`src/rtl/pixel_readout_pkg.sv`:
```
// Shared types and helpers for the pixel readout sequencer.
// Provides the FSM state enum and the index-width helper.
package pixel_readout_pkg;

    typedef enum logic [2:0] {
        IDLE,
        SELECT,
        CAPTURE,
        STREAM,
        DONE
    } state_t;

    // Index width for n items; never narrower than one bit.
    function automatic int idx_w(input int n);
        return (n <= 1) ? 1 : $clog2(n);
    endfunction

endpackage

```
`src/rtl/readout_row_buffer.sv`:
```
// W x 8-bit row capture register with a column read mux.
// Ports: clk, rst_n, load, data_in (W*8), col (CW), pix (8).
module readout_row_buffer #(
    parameter int WIDTH = 2,
    parameter int CW    = 1
) (
    input  logic               clk,
    input  logic               rst_n,
    input  logic               load,
    input  logic [WIDTH*8-1:0] data_in,
    input  logic [CW-1:0]      col,
    output logic [7:0]         pix
);

    logic [WIDTH*8-1:0] row_q;

    always_ff @(posedge clk or negedge rst_n) begin
        if (!rst_n) begin
            row_q <= '0;
        end else if (load) begin
            row_q <= data_in;
        end
    end

    // Explicit compare per lane so a col outside 0..W-1 reads zero.
    always_comb begin
        pix = '0;
        for (int c = 0; c < WIDTH; c++) begin
            if (col == CW'(c)) begin
                pix = row_q[c*8 +: 8];
            end
        end
    end

endmodule

```
`src/rtl/pixel_readout.sv`:
```
// Readout sequencer: selects rows, captures them and streams pixels.
// Ports: CLK, RESET_N, START, READ, DATA_OUT, PIX_* stream, BUSY, FRAME_DONE.
module pixel_readout
    import pixel_readout_pkg::*;
#(
    parameter int PIXEL_ARRAY_HEIGHT = 2,
    parameter int PIXEL_ARRAY_WIDTH  = 2,
    parameter int READ_SETTLE        = 2
) (
    input  logic                                   CLK,
    input  logic                                   RESET_N,
    input  logic                                   START,
    output logic [PIXEL_ARRAY_HEIGHT-1:0]          READ,
    input  logic [PIXEL_ARRAY_WIDTH*8-1:0]         DATA_OUT,
    output logic [7:0]                             PIX_DATA,
    output logic [idx_w(PIXEL_ARRAY_HEIGHT)-1:0]   PIX_ROW,
    output logic [idx_w(PIXEL_ARRAY_WIDTH)-1:0]    PIX_COL,
    output logic                                   PIX_LAST,
    output logic                                   PIX_VALID,
    input  logic                                   PIX_READY,
    output logic                                   BUSY,
    output logic                                   FRAME_DONE
);

    localparam int H  = PIXEL_ARRAY_HEIGHT;
    localparam int W  = PIXEL_ARRAY_WIDTH;
    localparam int RW = idx_w(H);
    localparam int CW = idx_w(W);
    localparam int SW = idx_w(READ_SETTLE);

    localparam logic [RW-1:0] ROW_MAX = RW'(H - 1);
    localparam logic [CW-1:0] COL_MAX = CW'(W - 1);
    localparam logic [SW-1:0] SET_MAX = SW'(READ_SETTLE - 1);

    state_t        state, state_nxt;
    logic [RW-1:0] row;
    logic [CW-1:0] col;
    logic [SW-1:0] settle;
    logic          settled, fire, row_end, col_end, load;

    assign settled = (settle == SET_MAX);
    assign row_end = (row == ROW_MAX);
    assign col_end = (col == COL_MAX);
    assign fire    = PIX_VALID & PIX_READY;

    always_ff @(posedge CLK or negedge RESET_N) begin
        if (!RESET_N) begin
            state <= IDLE;
        end else begin
            state <= state_nxt;
        end
    end

    always_comb begin
        state_nxt  = state;
        load       = 1'b0;
        PIX_VALID  = 1'b0;
        BUSY       = 1'b0;
        FRAME_DONE = 1'b0;
        unique case (state)
            IDLE: begin
                if (START) state_nxt = SELECT;
            end
            SELECT: begin
                BUSY = 1'b1;
                if (settled) state_nxt = CAPTURE;
            end
            CAPTURE: begin
                BUSY      = 1'b1;
                load      = 1'b1;
                state_nxt = STREAM;
            end
            STREAM: begin
                BUSY      = 1'b1;
                PIX_VALID = 1'b1;
                if (fire && col_end) begin
                    state_nxt = row_end ? DONE : SELECT;
                end
            end
            DONE: begin
                FRAME_DONE = 1'b1;
                state_nxt  = IDLE;
            end
            default: state_nxt = IDLE;
        endcase
    end

    // Settle count returns to zero on its last SELECT cycle, so every
    // SELECT entry starts from zero.
    always_ff @(posedge CLK or negedge RESET_N) begin
        if (!RESET_N) begin
            row    <= '0;
            col    <= '0;
            settle <= '0;
        end else begin
            if (state == SELECT) begin
                settle <= settled ? '0 : settle + SW'(1);
            end
            if (state == IDLE && START) begin
                row <= '0;
            end
            if (load) begin
                col <= '0;
            end
            if (state == STREAM && fire) begin
                if (!col_end) begin
                    col <= col + CW'(1);
                end else if (!row_end) begin
                    row <= row + RW'(1);
                end
            end
        end
    end

    // Row select is held through SELECT and CAPTURE only.
    always_comb begin
        READ = '0;
        if (state == SELECT || state == CAPTURE) begin
            for (int r = 0; r < H; r++) begin
                READ[r] = (row == RW'(r));
            end
        end
    end

    readout_row_buffer #(
        .WIDTH (W),
        .CW    (CW)
    ) u_row_buffer (
        .clk     (CLK),
        .rst_n   (RESET_N),
        .load    (load),
        .data_in (DATA_OUT),
        .col     (col),
        .pix     (PIX_DATA)
    );

    assign PIX_ROW  = row;
    assign PIX_COL  = col;
    assign PIX_LAST = PIX_VALID & row_end & col_end;

endmodule

```
`config.mk`:
```
export PLATFORM = sky130hd
export DESIGN_NAME = pixel_readout
export DESIGN_NICKNAME = d
export VERILOG_FILES = /design/src/rtl/pixel_readout_pkg.sv /design/src/rtl/readout_row_buffer.sv /design/src/rtl/pixel_readout.sv
export SDC_FILE = /design/constraint.sdc
export NUM_CORES = 1
export LEC_CHECK = 0
export BUFFER_PORTS_ARGS = -buffer_cell sky130_fd_sc_hd__buf_4
export CAP_MARGIN = 0
export CELL_PAD_IN_SITES_DETAIL_PLACEMENT = 1
export CELL_PAD_IN_SITES_GLOBAL_PLACEMENT = 1
export CORE_MARGIN = 4
export CORE_UTILIZATION = 41
export CTS_CLUSTER_DIAMETER = 100
export DETAILED_ROUTE_END_ITERATION = 6
export PLACE_DENSITY_LB_ADDON = 0.05
export RECOVER_POWER = 100
export SLEW_MARGIN = 40
export SYNTH_ARGS = -nofsm -noshare
export SYNTH_HDL_FRONTEND = slang
export SYNTH_SLANG_ARGS = --single-unit
```
`constraint.sdc`:
```
create_clock -name CLK -period 3.05 [get_ports CLK]
set_input_delay 0.4575 -clock CLK [delete_from_list [all_inputs] [get_ports CLK]]
set_output_delay 0.4575 -clock CLK [all_outputs]
set_load 0.01 [all_outputs]
```
# ---- Word level (Yosys, flattened, before mapping)
# Index checks and enable logic that the tools add are counted.
dict set report totals {
  register_bits 22
  word_cells 45
}
dict set report classes {
  addsub 3
  eq_ne 7
  n_mux 19
  n_bitwise 4
  n_reduce_logical 7
}
# op n
set ops {}
lappend ops {{1-bit 2-to-1 mux} 12}
lappend ops {{3-bit 2-to-1 mux} 4}
lappend ops {{3-bit case mux with 4 select lines} 1}
lappend ops {{8-bit 2-to-1 mux} 1}
lappend ops {{3-bit by 2-bit == test with 1-bit output, second input constant} 2}
lappend ops {{2-bit inequality test, second input constant} 3}
lappend ops {{1-bit adder, second input constant} 3}
lappend ops {{1-bit bitwise AND} 3}
lappend ops {{3-bit by 1-bit == test with 1-bit output, second input constant} 1}
lappend ops {{3-bit == test, second input constant} 1}
lappend ops {{1-bit logical AND} 3}
lappend ops {{3-bit zero test} 1}
lappend ops {{3-bit AND reduction} 1}
lappend ops {{3-bit OR reduction} 1}
lappend ops {{2-bit 2-to-1 mux} 1}
lappend ops {{1-bit logical OR} 1}
lappend ops {{1-bit inverter} 1}

# ---- Logic depth before layout (Yosys ltp)
dict set report logic_depth {
  ltp_word 6
  mapped_depth 5
}

# ---- Cells and area by module
# Synthesis repeated with hierarchy kept, for this count alone.
dict set report hier_totals {
  cells_unflattened 84
  area_unflattened_um2 1108.6
}
# module instances cells_per_inst area_each_um2
set by_module_without_submodules {}
lappend by_module_without_submodules {readout_row_buffer 1 43 744.5}
lappend by_module_without_submodules {pixel_readout 1 41 364.1}

# ---- Worst setup path after synthesis
# No wires, ideal clock.
dict set report synth_timing {
  kind {reg2reg}
  from {register state[2]}
  to {register u_row_buffer.row_q[0]}
  setup_time_ns 0.125
  arrival_ns 1.318
  required_ns 2.925
  slack_ns 1.607
  path_stages_with_launch 5
  path_buffers 2
  period_less_slack_ns 1.443
  path_cell_list {dfrtp_1 buf_6 nor3_4 buf_12 mux2_4}
}
dict set report synth_via {
  elab_chain_len 2
}
# item line_no
set synth_lines {}
lappend synth_lines {{start, declared} pixel_readout.sv:35} ;# state_t state, state_nxt;
lappend synth_lines {{start signal, assigned} pixel_readout.sv:50} ;# state <= state_nxt;
lappend synth_lines {{3-bit by 2-bit == test with 1-bit output} pixel_readout.sv:60} ;# unique case (state)
lappend synth_lines {{1-bit 2-to-1 mux} pixel_readout.sv:60}
lappend synth_lines {{end signal, assigned} readout_row_buffer.sv:21} ;# row_q <= data_in;
lappend synth_lines {{end, declared} readout_row_buffer.sv:15} ;# logic [WIDTH*8-1:0] row_q;
# No other way between the ends.
# A chain may end at the register's enable or synchronous reset.

# ---- Worst setup path after layout
dict set report layout_timing {
  from {register state[1]}
  to {register u_row_buffer.row_q[3]}
}
# Same word-level chain as after synthesis.

==> summary.txt <==
Skew-Pair Late Insertion Delay - 0.31 ns
Worst slew pin tran - 1.262 ns
Worst R2R End - u_row_buffer.row_q[3]
Pin count of the biggest net entering global routing - 23
Fmax - 435.1 MHz
Synth top area share - 51.10%
CTS Hold Bufs - 0
PostCTS Resize Cnt - 0
Die width - 59.26 um
Cell Int Power - 0.0009240 W
# fillers - 293
Routed wire length - 2.138 mm
Leading cell types in the layout, fill and taps excluded - dfrtp_1, buf_4, clkbuf_1
Row cnt - 18
Initial antenna violation count - 0
Max-cap violations - 0
Reg2reg path depth - 4
Worst path required time - 3.25 ns
Average routed wire per standard cell - 14.85 um
Core footprint - 0.002500 mm2
Worst Path Buf+Inv - 2
Cell Area, Synth - 0.001077 mm2
CP max FO - 10
TNS Setup - 0 ns
# setup viols final - 0
Reg-to-Reg Start - state[1]
Final Critical Period - 2.298 ns
Clock power frac - 15.5%
GRT Max-Usage Layer - met2
Setup Buffers After CTS - 0
CTS tree - built
Global routing met1 resource utilization - 18.78%
Area added between synthesis and finish - 21.14%
Via count - 736
# IOs - 36
Max VDD drop - 671.4 uV
Die ar. - 0.003512 mm2
Crit-path slowest cell - nor3_1
DRT iter0 DRCs - 12
First-pass GRT wire length - 3.594 mm
Status - finished, final reports clean
Synth top area cells - dfrtp_1, mux2_2, mux2_4
Placed cell area - 0.001340 mm2
# port buffers - 35
Sequential fraction of the synthesis area - 51.10%
Reg power frac - 39.9%
Layout cell share with drive strength beyond 1 - 37.72%
CP Cell Sequence - inv_6 -> nor3_1 -> buf_8 -> mux2_1
Crit. End Element - register
RSZ-0062 raised after global routing - false
Initial Util - 43.09%
DR pass1 iterations - 2
Post-synth top area cell - dfrtp_1
Mapped Avg Cell Area - 13.81 um2
ANT cells - 0
Worst reg-to-reg setup slack - 0.75 ns
Yosys cell types - 24
WP data arrival - 2.50 ns
Final Cycle Share - 75.36%
Commonest non-fill, non-tap cell in the layout - dfrtp_1
Yosys reg bits - 22
DR vias/cell - 5.111
Crit Path Class - reg2reg
Inserted Clock Buffers - 3
Post-route cell area - 0.001305 mm2
Worst Min Path Start - DATA_OUT[2]
Number of global-route vias before repair - 748
Worst min path class - in2reg
All-Layer GR Usage - 13.62%
Clock Tree Buf Depth - 2
Combinational power share - 44.7%
DRT antenna net count - 0
GRT overflow - 0
H-tree levels - 1
Residual DRC - 0
Routability cong. - 0.7243
Met3 usage - 5.229%
Clock root buffer - clkbuf_4
Worst Skew - 0.002712 ns
Yosys Warn Count - 0
CP Depth - 4
Sw Pwr - 0.0005120 W
Net Count, Synth - 98
Clock Sinks - 22
Reg clk slew, reported paths - 0.12 ns
Switch share - 35.65%
CP Launch Type - register
HPWL after DPL - 1.600 mm
Cells after Synth - 78
Headroom to the max-slew limit - 15.23%
Pins Over Slew Limit - 0
Static leakage - 0.5674 nW
Die span in y - 59.26 um
Final Hold Vio Count - 0
Delay-heaviest family, CP - simple AND/OR/NAND/NOR gates
Worst hold endpoint - u_row_buffer.row_q[2]
Met2 GRT Util - 20.75%
Power Dens Cells - 1100 mW/mm2
CP peak stage delay - 1.00 ns
Worst hold stages - 2
Nets - 135
routing by layer:
layer	wire length, um	share of wire (%)	vias to the layer above
li1	-	-	346
met1	933	44	362
met2	1045	49	26
met3	153	7.2	2
met4	5	0.23	0
met5	0	0	-
sequential cells by signal (all words and copies together), names as in the netlist:
| name | count |
|---|---|
| u_row_buffer.row_q | 16 |
| PIX_ROW | 1 |
| PIX_COL | 1 |
| state | 3 |
| settle | 1 |
Yosys cell counts:
cell      instances
and2_1            1
buf_12            1
o311ai_0          1
nor3b_1           1
and3b_2           1
inv_6             1
nor3_1            2
buf_2             2
nor2_1            3
nand2b_1          2
a21oi_1           1
xor2_1            1
o21ai_0           2
inv_1             1
mux2_4            9
nand3_1           2
xnor2_1           1
buf_6             2
nand2_1           2
a31oi_1           2
mux2_2           15
dfrtp_1          22
nor3_4            1
and3_1            2
worst max-delay path by stage:
stage	from	to	slack, ns
after floorplan	state[2]	u_row_buffer.row_q[0]	1.61
after global placement	state[1]	u_row_buffer.row_q[9]	1.16
after detailed placement	state[1]	u_row_buffer.row_q[5]	1.35
after CTS	PIX_COL	PIX_DATA[2]	1.06
after global routing	state[1]	u_row_buffer.row_q[12]	0.55
final	state[1]	u_row_buffer.row_q[3]	0.75
metrics by stage:
step	utilization (%)	hold slack [ns]	total power (W)	worst slack, ns	cells
final	52.20	0.3599	0.001436	0.7516	144
after global routing	52.20	0.3341	0.001552	0.5532	144
after detailed placement	53.60	0.3668	0.001402	1.350	139
after CTS	55.71	0.007996	0.001636	1.061	143
after global placement	53.00	0.3662	0.001365	1.158	138
after floorplan	-	0.1619	0.001126	1.607	78
power groups by stage:
stage	sequential (W)	clock (W)	combinational, W
after detailed placement	0.000586	0	0.000816
after global routing	0.000599	0.000242	0.000710
final	0.000573	0.000222	0.000641
after global placement	0.000583	0	0.000782
after CTS	0.000582	0.000231	0.000823
after floorplan	0.000504	0	0.000622
worst reg2reg max path, stage by stage (launching register included):
cell and delay [ns]:
dfrtp_1 0.55, inv_6 0.05, nor3_1 1.00, buf_8 0.24, mux2_1 0.34
final cells by class:
type | instances | area (um2) | area share (%)
clock buffer | 3 | 22.52 | 1.726
clock inverter | 1 | 30.03 | 2.301
sequential | 22 | 550.5 | 42.19
inverter | 2 | 12.51 | 0.9588
tap | 30 | 37.54 | 2.876
timing repair buffer | 37 | 224.0 | 17.16
multi-input combinational | 49 | 427.9 | 32.79
cell families (layout without fill, tap and decap cells):
family / Yosys count / count (layout) / share of synthesized area (%)
multiplexers: 24 / 24 / 28.22
flip-flops: 22 / 22 / 51.10
AND/OR/NAND/NOR: 17 / 17 / 9.641
buffers and inverters: 7 / 43 / 6.039
AO/OA/AOI/OAI: 6 / 6 / 3.368
XOR/XNOR: 2 / 2 / 1.626
No activity file was read; power rests on OpenSTA's default activity.
